<file path="src/rtl/tl_pkg.sv">
// ---------------------------------------------------------------------------
// tl_pkg
// Shared definitions for the left-turn traffic-light system: the 2-bit light
// encoding driven by the controller on La/Lb, and the lane indices used by
// the road-side sensor model when it keeps its four lanes in arrays.
// ---------------------------------------------------------------------------
package tl_pkg;

  // Light encoding; all four codes are legal.
  localparam logic [1:0] GREEN  = 2'b00;
  localparam logic [1:0] YELLOW = 2'b01;
  localparam logic [1:0] RED    = 2'b10;
  localparam logic [1:0] LEFT   = 2'b11;

  // Lane ordering inside the sensor's per-lane arrays.
  localparam int NUM_LANES = 4;
  localparam int LANE_A    = 0;  // street A straight
  localparam int LANE_AL   = 1;  // street A left turn
  localparam int LANE_B    = 2;  // street B straight
  localparam int LANE_BL   = 3;  // street B left turn

endpackage

</file>
<file path="src/rtl/tl_lane_q.sv">
// ---------------------------------------------------------------------------
// tl_lane_q
// One traffic lane: a saturating queue counter plus a departure pacing timer.
// While enabled and non-empty, one vehicle leaves every DEPART_CYC edges;
// disabling the lane or emptying it restarts the pacing from zero.
//
// Ports:
//   clk      in   system clock, rising edge
//   reset_n  in   asynchronous active-low reset
//   arr      in   one vehicle arrives this cycle (level sampled)
//   en       in   lane has right-of-way
//   q        out  registered queue depth
//   occ      out  registered "queue non-empty", from the next-state count
//   drop     out  combinational: an arrival is being lost at a full queue
// ---------------------------------------------------------------------------
module tl_lane_q #(
  parameter int CNT_W      = 4,
  parameter int DEPART_CYC = 4
) (
  input  logic             clk,
  input  logic             reset_n,
  input  logic             arr,
  input  logic             en,
  output logic [CNT_W-1:0] q,
  output logic             occ,
  output logic             drop
);

  // A DEPART_CYC of 1 needs no real timer, but keep one bit so widths stay legal.
  localparam int TW = (DEPART_CYC > 1) ? $clog2(DEPART_CYC) : 1;
  localparam logic [TW-1:0]    T_LAST = TW'(DEPART_CYC - 1);
  localparam logic [CNT_W-1:0] Q_MAX  = '1;

  logic [CNT_W-1:0] count_reg, count_next;
  logic [TW-1:0]    timer_reg, timer_next;
  logic             occ_reg;
  logic             active;
  logic             depart;

  always_comb begin
    active     = en && (count_reg != '0);
    depart     = active && (timer_reg == T_LAST);
    timer_next = '0;
    if (active && !depart) begin
      timer_next = timer_reg + 1'b1;
    end

    count_next = count_reg;
    drop       = 1'b0;
    if (arr && !depart) begin
      if (count_reg == Q_MAX) begin
        drop = 1'b1;
      end else begin
        count_next = count_reg + 1'b1;
      end
    end else if (!arr && depart) begin
      count_next = count_reg - 1'b1;
    end
  end

  always_ff @(posedge clk or negedge reset_n) begin
    if (!reset_n) begin
      count_reg <= '0;
      timer_reg <= '0;
      occ_reg   <= 1'b0;
    end else begin
      count_reg <= count_next;
      timer_reg <= timer_next;
      // Occupancy tracks the new count so it changes on the same edge as q.
      occ_reg   <= (count_next != '0);
    end
  end

  assign q   = count_reg;
  assign occ = occ_reg;

endmodule

</file>
<file path="src/rtl/tl_traffic_sensor.sv">
// ---------------------------------------------------------------------------
// tl_traffic_sensor
// Road-side model for the left-turn traffic-light controller. Queues vehicles
// in four lanes (A straight, A left, B straight, B left), releases them at a
// fixed rate while their light grants right-of-way, and reports lane
// occupancy back to the controller as its Ta/Tal/Tb/Tbl sensor inputs.
//
// Build option:
//   TL_SENSOR_YELLOW_EN  when defined, straight lanes also move on YELLOW and
//                        their pacing carries across GREEN->YELLOW.
//
// Ports:
//   clk, reset_n                 clock and asynchronous active-low reset
//   arr_a/arr_al/arr_b/arr_bl    per-lane arrival, one vehicle per high cycle
//   La, Lb                       street A / B lights from the controller
//   Ta/Tal/Tb/Tbl                registered lane-occupied flags
//   q_a/q_al/q_b/q_bl            registered queue depths
//   ovf                          sticky: an arrival was dropped at a full queue
// ---------------------------------------------------------------------------
module tl_traffic_sensor
  import tl_pkg::*;
#(
  parameter int CNT_W      = 4,
  parameter int DEPART_CYC = 4
) (
  input  logic             clk,
  input  logic             reset_n,
  input  logic             arr_a,
  input  logic             arr_al,
  input  logic             arr_b,
  input  logic             arr_bl,
  input  logic [1:0]       La,
  input  logic [1:0]       Lb,
  output logic             Ta,
  output logic             Tal,
  output logic             Tb,
  output logic             Tbl,
  output logic [CNT_W-1:0] q_a,
  output logic [CNT_W-1:0] q_al,
  output logic [CNT_W-1:0] q_b,
  output logic [CNT_W-1:0] q_bl,
  output logic             ovf
);

  logic [NUM_LANES-1:0] arr_vec;
  logic [NUM_LANES-1:0] en_vec;
  logic [NUM_LANES-1:0] occ_vec;
  logic [NUM_LANES-1:0] drop_vec;
  logic [CNT_W-1:0]     q_lane [NUM_LANES];
  logic                 ovf_reg;

  always_comb begin
    arr_vec          = '0;
    arr_vec[LANE_A]  = arr_a;
    arr_vec[LANE_AL] = arr_al;
    arr_vec[LANE_B]  = arr_b;
    arr_vec[LANE_BL] = arr_bl;
  end

  // Right-of-way decode. Left lanes only ever move on LEFT.
  always_comb begin
    en_vec          = '0;
`ifdef TL_SENSOR_YELLOW_EN
    en_vec[LANE_A]  = (La == GREEN) || (La == YELLOW);
    en_vec[LANE_B]  = (Lb == GREEN) || (Lb == YELLOW);
`else
    en_vec[LANE_A]  = (La == GREEN);
    en_vec[LANE_B]  = (Lb == GREEN);
`endif
    en_vec[LANE_AL] = (La == LEFT);
    en_vec[LANE_BL] = (Lb == LEFT);
  end

  generate
    for (genvar gi = 0; gi < NUM_LANES; gi++) begin : g_lane
      tl_lane_q #(
        .CNT_W      (CNT_W),
        .DEPART_CYC (DEPART_CYC)
      ) u_lane (
        .clk     (clk),
        .reset_n (reset_n),
        .arr     (arr_vec[gi]),
        .en      (en_vec[gi]),
        .q       (q_lane[gi]),
        .occ     (occ_vec[gi]),
        .drop    (drop_vec[gi])
      );
    end
  endgenerate

  always_ff @(posedge clk or negedge reset_n) begin
    if (!reset_n) begin
      ovf_reg <= 1'b0;
    end else if (|drop_vec) begin
      ovf_reg <= 1'b1;
    end
  end

  assign q_a  = q_lane[LANE_A];
  assign q_al = q_lane[LANE_AL];
  assign q_b  = q_lane[LANE_B];
  assign q_bl = q_lane[LANE_BL];
  assign Ta   = occ_vec[LANE_A];
  assign Tal  = occ_vec[LANE_AL];
  assign Tb   = occ_vec[LANE_B];
  assign Tbl  = occ_vec[LANE_BL];
  assign ovf  = ovf_reg;

endmodule

</file>
<file path="config.mk">
export PLATFORM = sky130hd
export DESIGN_NAME = tl_traffic_sensor
export DESIGN_NICKNAME = d
export VERILOG_FILES = /design/src/rtl/tl_pkg.sv /design/src/rtl/tl_lane_q.sv /design/src/rtl/tl_traffic_sensor.sv
export SDC_FILE = /design/constraint.sdc
export NUM_CORES = 1
export LEC_CHECK = 0
export BUFFER_PORTS_ARGS = -buffer_cell sky130_fd_sc_hd__buf_2
export CAP_MARGIN = 10
export CORE_ASPECT_RATIO = 0.5
export CORE_MARGIN = 4
export CORE_UTILIZATION = 25
export CTS_CLUSTER_DIAMETER = 120
export CTS_CLUSTER_SIZE = 16
export DETAILED_ROUTE_END_ITERATION = 7
export GPL_ROUTABILITY_DRIVEN = 0
export GPL_TIMING_DRIVEN = 0
export SETUP_SLACK_MARGIN = 0.1
export SLEW_MARGIN = 10
export SYNTH_ARGS = -nofsm -noshare
export SYNTH_HDL_FRONTEND = slang
export SYNTH_SLANG_ARGS = --single-unit
</file>
<file path="constraint.sdc">
create_clock -name clk -period 2.15 [get_ports clk]
set_input_delay 0 -clock clk [delete_from_list [all_inputs] [get_ports clk]]
set_output_delay 0 -clock clk [all_outputs]
set_load 0.01 [all_outputs]
</file>
==> results by group <==
Clocking
  – CTS tree: built
  – Clock sink count: 29
  – Num CTS Buffers: 5
  – Longest Clk Path Bufs: 2
  – Worst-Skew Late Latency: 0.28 ns
  – Root Buffer: clkbuf_16
  – Max H-tree Level: 2
  – Clock transition at path regs: ~0.050 ns

Critical path
  – CP max stage delay: 0.51 ns
  – Critical path arrival: 2.52 ns
  – CP Max Fanout: 6
  – Startpoint types: flip-flop
  – Worst setup path class: reg -> reg
  – Largest delay share family, worst path: simple AND/OR/NAND/NOR gates
  – CP Capture Type: flip-flop
  – Crit path buf inv count: 1
  – Worst path cell trace: ha_2, or3b_4, or2_0, buf_4, a311o_1, o21a_2, or4_4
  – CP max-delay cell: or4_4
  – Worst Path Required: between 2 and 2.5 ns

Placed design
  – Post-DP HPWL: approximately 3100 um
  – Port Buffers: 29
  – Dpl cells: ~320

Power
  – Switching power: between 1 and 1.5 mW
  – Final total power: around 3.4 mW
  – Part of the power in registers: 0.293
  – Logic pwr share: 0.493
  – Clock group share of total power: 0.214
  – Max rail drop VDD: 0.000377 V
  – Sw Ratio: 0.390
  – P_int: just over 2 mW
  – PwrDens: around 1300 mW/mm^2
  – LEAKAGE: approximately 1.1 nW

Global route
  – Largest net degree at the start of global routing: 30
  – Gr usage total: 0.110
  – Vias in the first global route: 1,756
  – First-pass GRT wire length: just under 8000 um
  – Grt ovf: 0
  – Antenna violations before repair: 0

Finish
  – Diode count: 0
  – Highest-count cells in the layout ignoring fill and taps: 29 x buf_2, 25 x dfrtp_1, 22 x buf_4, 12 x inv_1
  – Final core utilization: 0.385
  – Share of cells above drive strength 1: 0.441
  – Most common cell after layout, fill and taps aside: buf_2
  – Layout net count: approximately 280
  – Max reg flops: 16
  – Cell Count, Final, Fillers Out: approximately 350
  – # fillers: 681
  – Area growth from synthesis to layout: 45.2%

Routing
  – First-pass DRT Iterations: 4
  – DR vias/cell: between 5 and 6
  – Post-Route WL: about 4900 um
  – Initial DRC count: between 100 and 150
  – Wirelength per Cell: approximately 14 um
  – Vias: approximately 1,800
  – DRC Markers: 0
  – Antenna Violating Nets Remaining: 0

Yosys
  – Synthesis Warnings: 0
  – Sequential element share of the synthesized area: 0.398
  – EDFF count, synth: 0
  – Synth Cell Area: between 0.0015 and 0.002 mm^2
  – Syn nets: 218
  – Syn Area/Cell: 9.31 um^2
  – Ys flop type: dfrtp_1
  – Yosys reg bits: 29
  – Synthesized instance count: ~200
  – Distinct cells, synth: 47
  – Synth async-reset ratio: 1.00

Floorplanning
  – Die Y: slightly below 70 um
  – Std-Cell Core Area: 0.00688 mm^2
  – Chip Width: 129 um
  – Initial core utilization: 0.265
  – Row count: 21
  – Die ar.: approximately 0.009 mm^2
  – # IOs: 31

Worst hold path
  – Hold WC Path Type: in -> reg

STA
  – Fin worst setup slack: -0.223 ns
  – Worst Tran Pin Value: between 0.6 and 0.7 ns
  – Clk_skew: approximately 0.004 ns
  – Final TNS setup: -0.223 ns
  – Tcrit/Tclk final: 1.10
  – Final hold violation count: 0
  – F_max: ~420 MHz
  – RSZ-0062 raised after global routing: true
  – Final min period: approximately 2.4 ns
  – Fin. max-slew vios: 0
  – Worst slew margin: 0.560
  – Setup violators final: 1

Run
  – Max_cap viols: 0

Run status
  – Status: finished, violations left
  – Failing checks: setup timing
-- cells by family after synthesis --
logic type,share of synthesized area
AOI/OAI and AO/OA,0.171
xor gates and xnor gates,0.0192
adders and majority gates,0.0822
buffers and inverters,0.0500
DFF,0.398
muxes,0.0165
and+or+nand+nor,0.263
-- layer usage --
metal,wire length (um),part of all wire,vias to the layer above,global-route usage
met5,0,0,-,0
met2,2650,0.55,38,0.213
met1,1940,0.40,877,0.116
li1,-,-,854,-
met4,101,0.021,0,0.0484
met3,160,0.033,9,0.0257
-- metrics by stage --
| stage | hold slack [ns] | setup WS (ns) | cell area, um^2 |
|---|---|---|---|
| final | 0.0149 | -0.223 | 2650 |
| after floorplan | -0.296 | -0.148 | 1860 |
| after detailed placement | 0.0749 | -0.260 | 2120 |
| after global placement | 0.0577 | -0.205 | 2120 |
| after global routing | 0.0273 | -0.278 | 2650 |
| after CTS | 0.0178 | -0.211 | 2440 |
-- final timing paths --
check | cells past startpoint | slack, ns | end | from
worst max-delay path | 7 | -0.22 | g_lane[0].u_lane.occ | g_lane[0].u_lane.timer_reg[0]
worst min-delay path | 3 | 0.01 | g_lane[3].u_lane.timer_reg[0] | Lb[1]
worst max register to register | 7 | -0.22 | g_lane[0].u_lane.occ | g_lane[0].u_lane.timer_reg[0]
worst min register to register | 1 | 0.43 | g_lane[3].u_lane.timer_reg[0] | g_lane[3].u_lane.timer_reg[0]
max in group asynchronous | 2 | 1.39 | g_lane[2].u_lane.q[0] | reset_n
min in group asynchronous | 2 | 0.29 | g_lane[0].u_lane.q[0] | reset_n
-- synth_stat cells, drive strengths merged, types with 5 or more instances --
master / instances / area, um^2
or3b: 5 / 46.3
nor4b: 5 / 43.8
nand2: 10 / 37.5
nor2: 9 / 33.8
inv: 17 / 63.8
dfrtp: 29 / 726
o21ai: 11 / 55.1
nand3: 8 / 40.0
ha: 12 / 150
or4: 5 / 41.3
nor3: 7 / 35.0
clkbuf: 6 / 22.5
nor3b: 8 / 65.1
a21oi: 9 / 45.0
-- layout make-up --
class                      instances  area [um^2]  share of cell area
sequential                        29          731               0.276
inverter                          17         63.8              0.0241
clock buffer                       7          153              0.0576
clock inverter                     1         5.00             0.00189
buffer                             6         27.5              0.0104
tap                               92          115              0.0434
timing repair buffer              51          313               0.118
multi-input combinational        143         1240               0.469
-- worst min-delay path: stages --
cell,delay (ns)
buf_2,0.12
nand2_1,0.08
nor4_1,0.05
-- power by group through the flow --
stage          clock [mW]  combinational (mW)  sequential, mW
2_1_floorplan           0               0.753            1.02
3_3_place_gp            0                1.16           0.967
3_5_place_dp            0                1.19           0.982
4_1_cts             0.734                1.41           0.954
5_1_grt             0.763                1.83            1.02
6_report            0.726                1.67           0.993
-- what timing repair did --
action	4_1_cts	5_1_grt
pin swaps	7	9
setup endpoints to repair	6	6
hold buffers	1	0
cloned	0	0
resized for setup	12	40
hold endpoints to repair	29	0
setup buffers	13	8
Note: power is estimated with default switching activity, not from simulation.
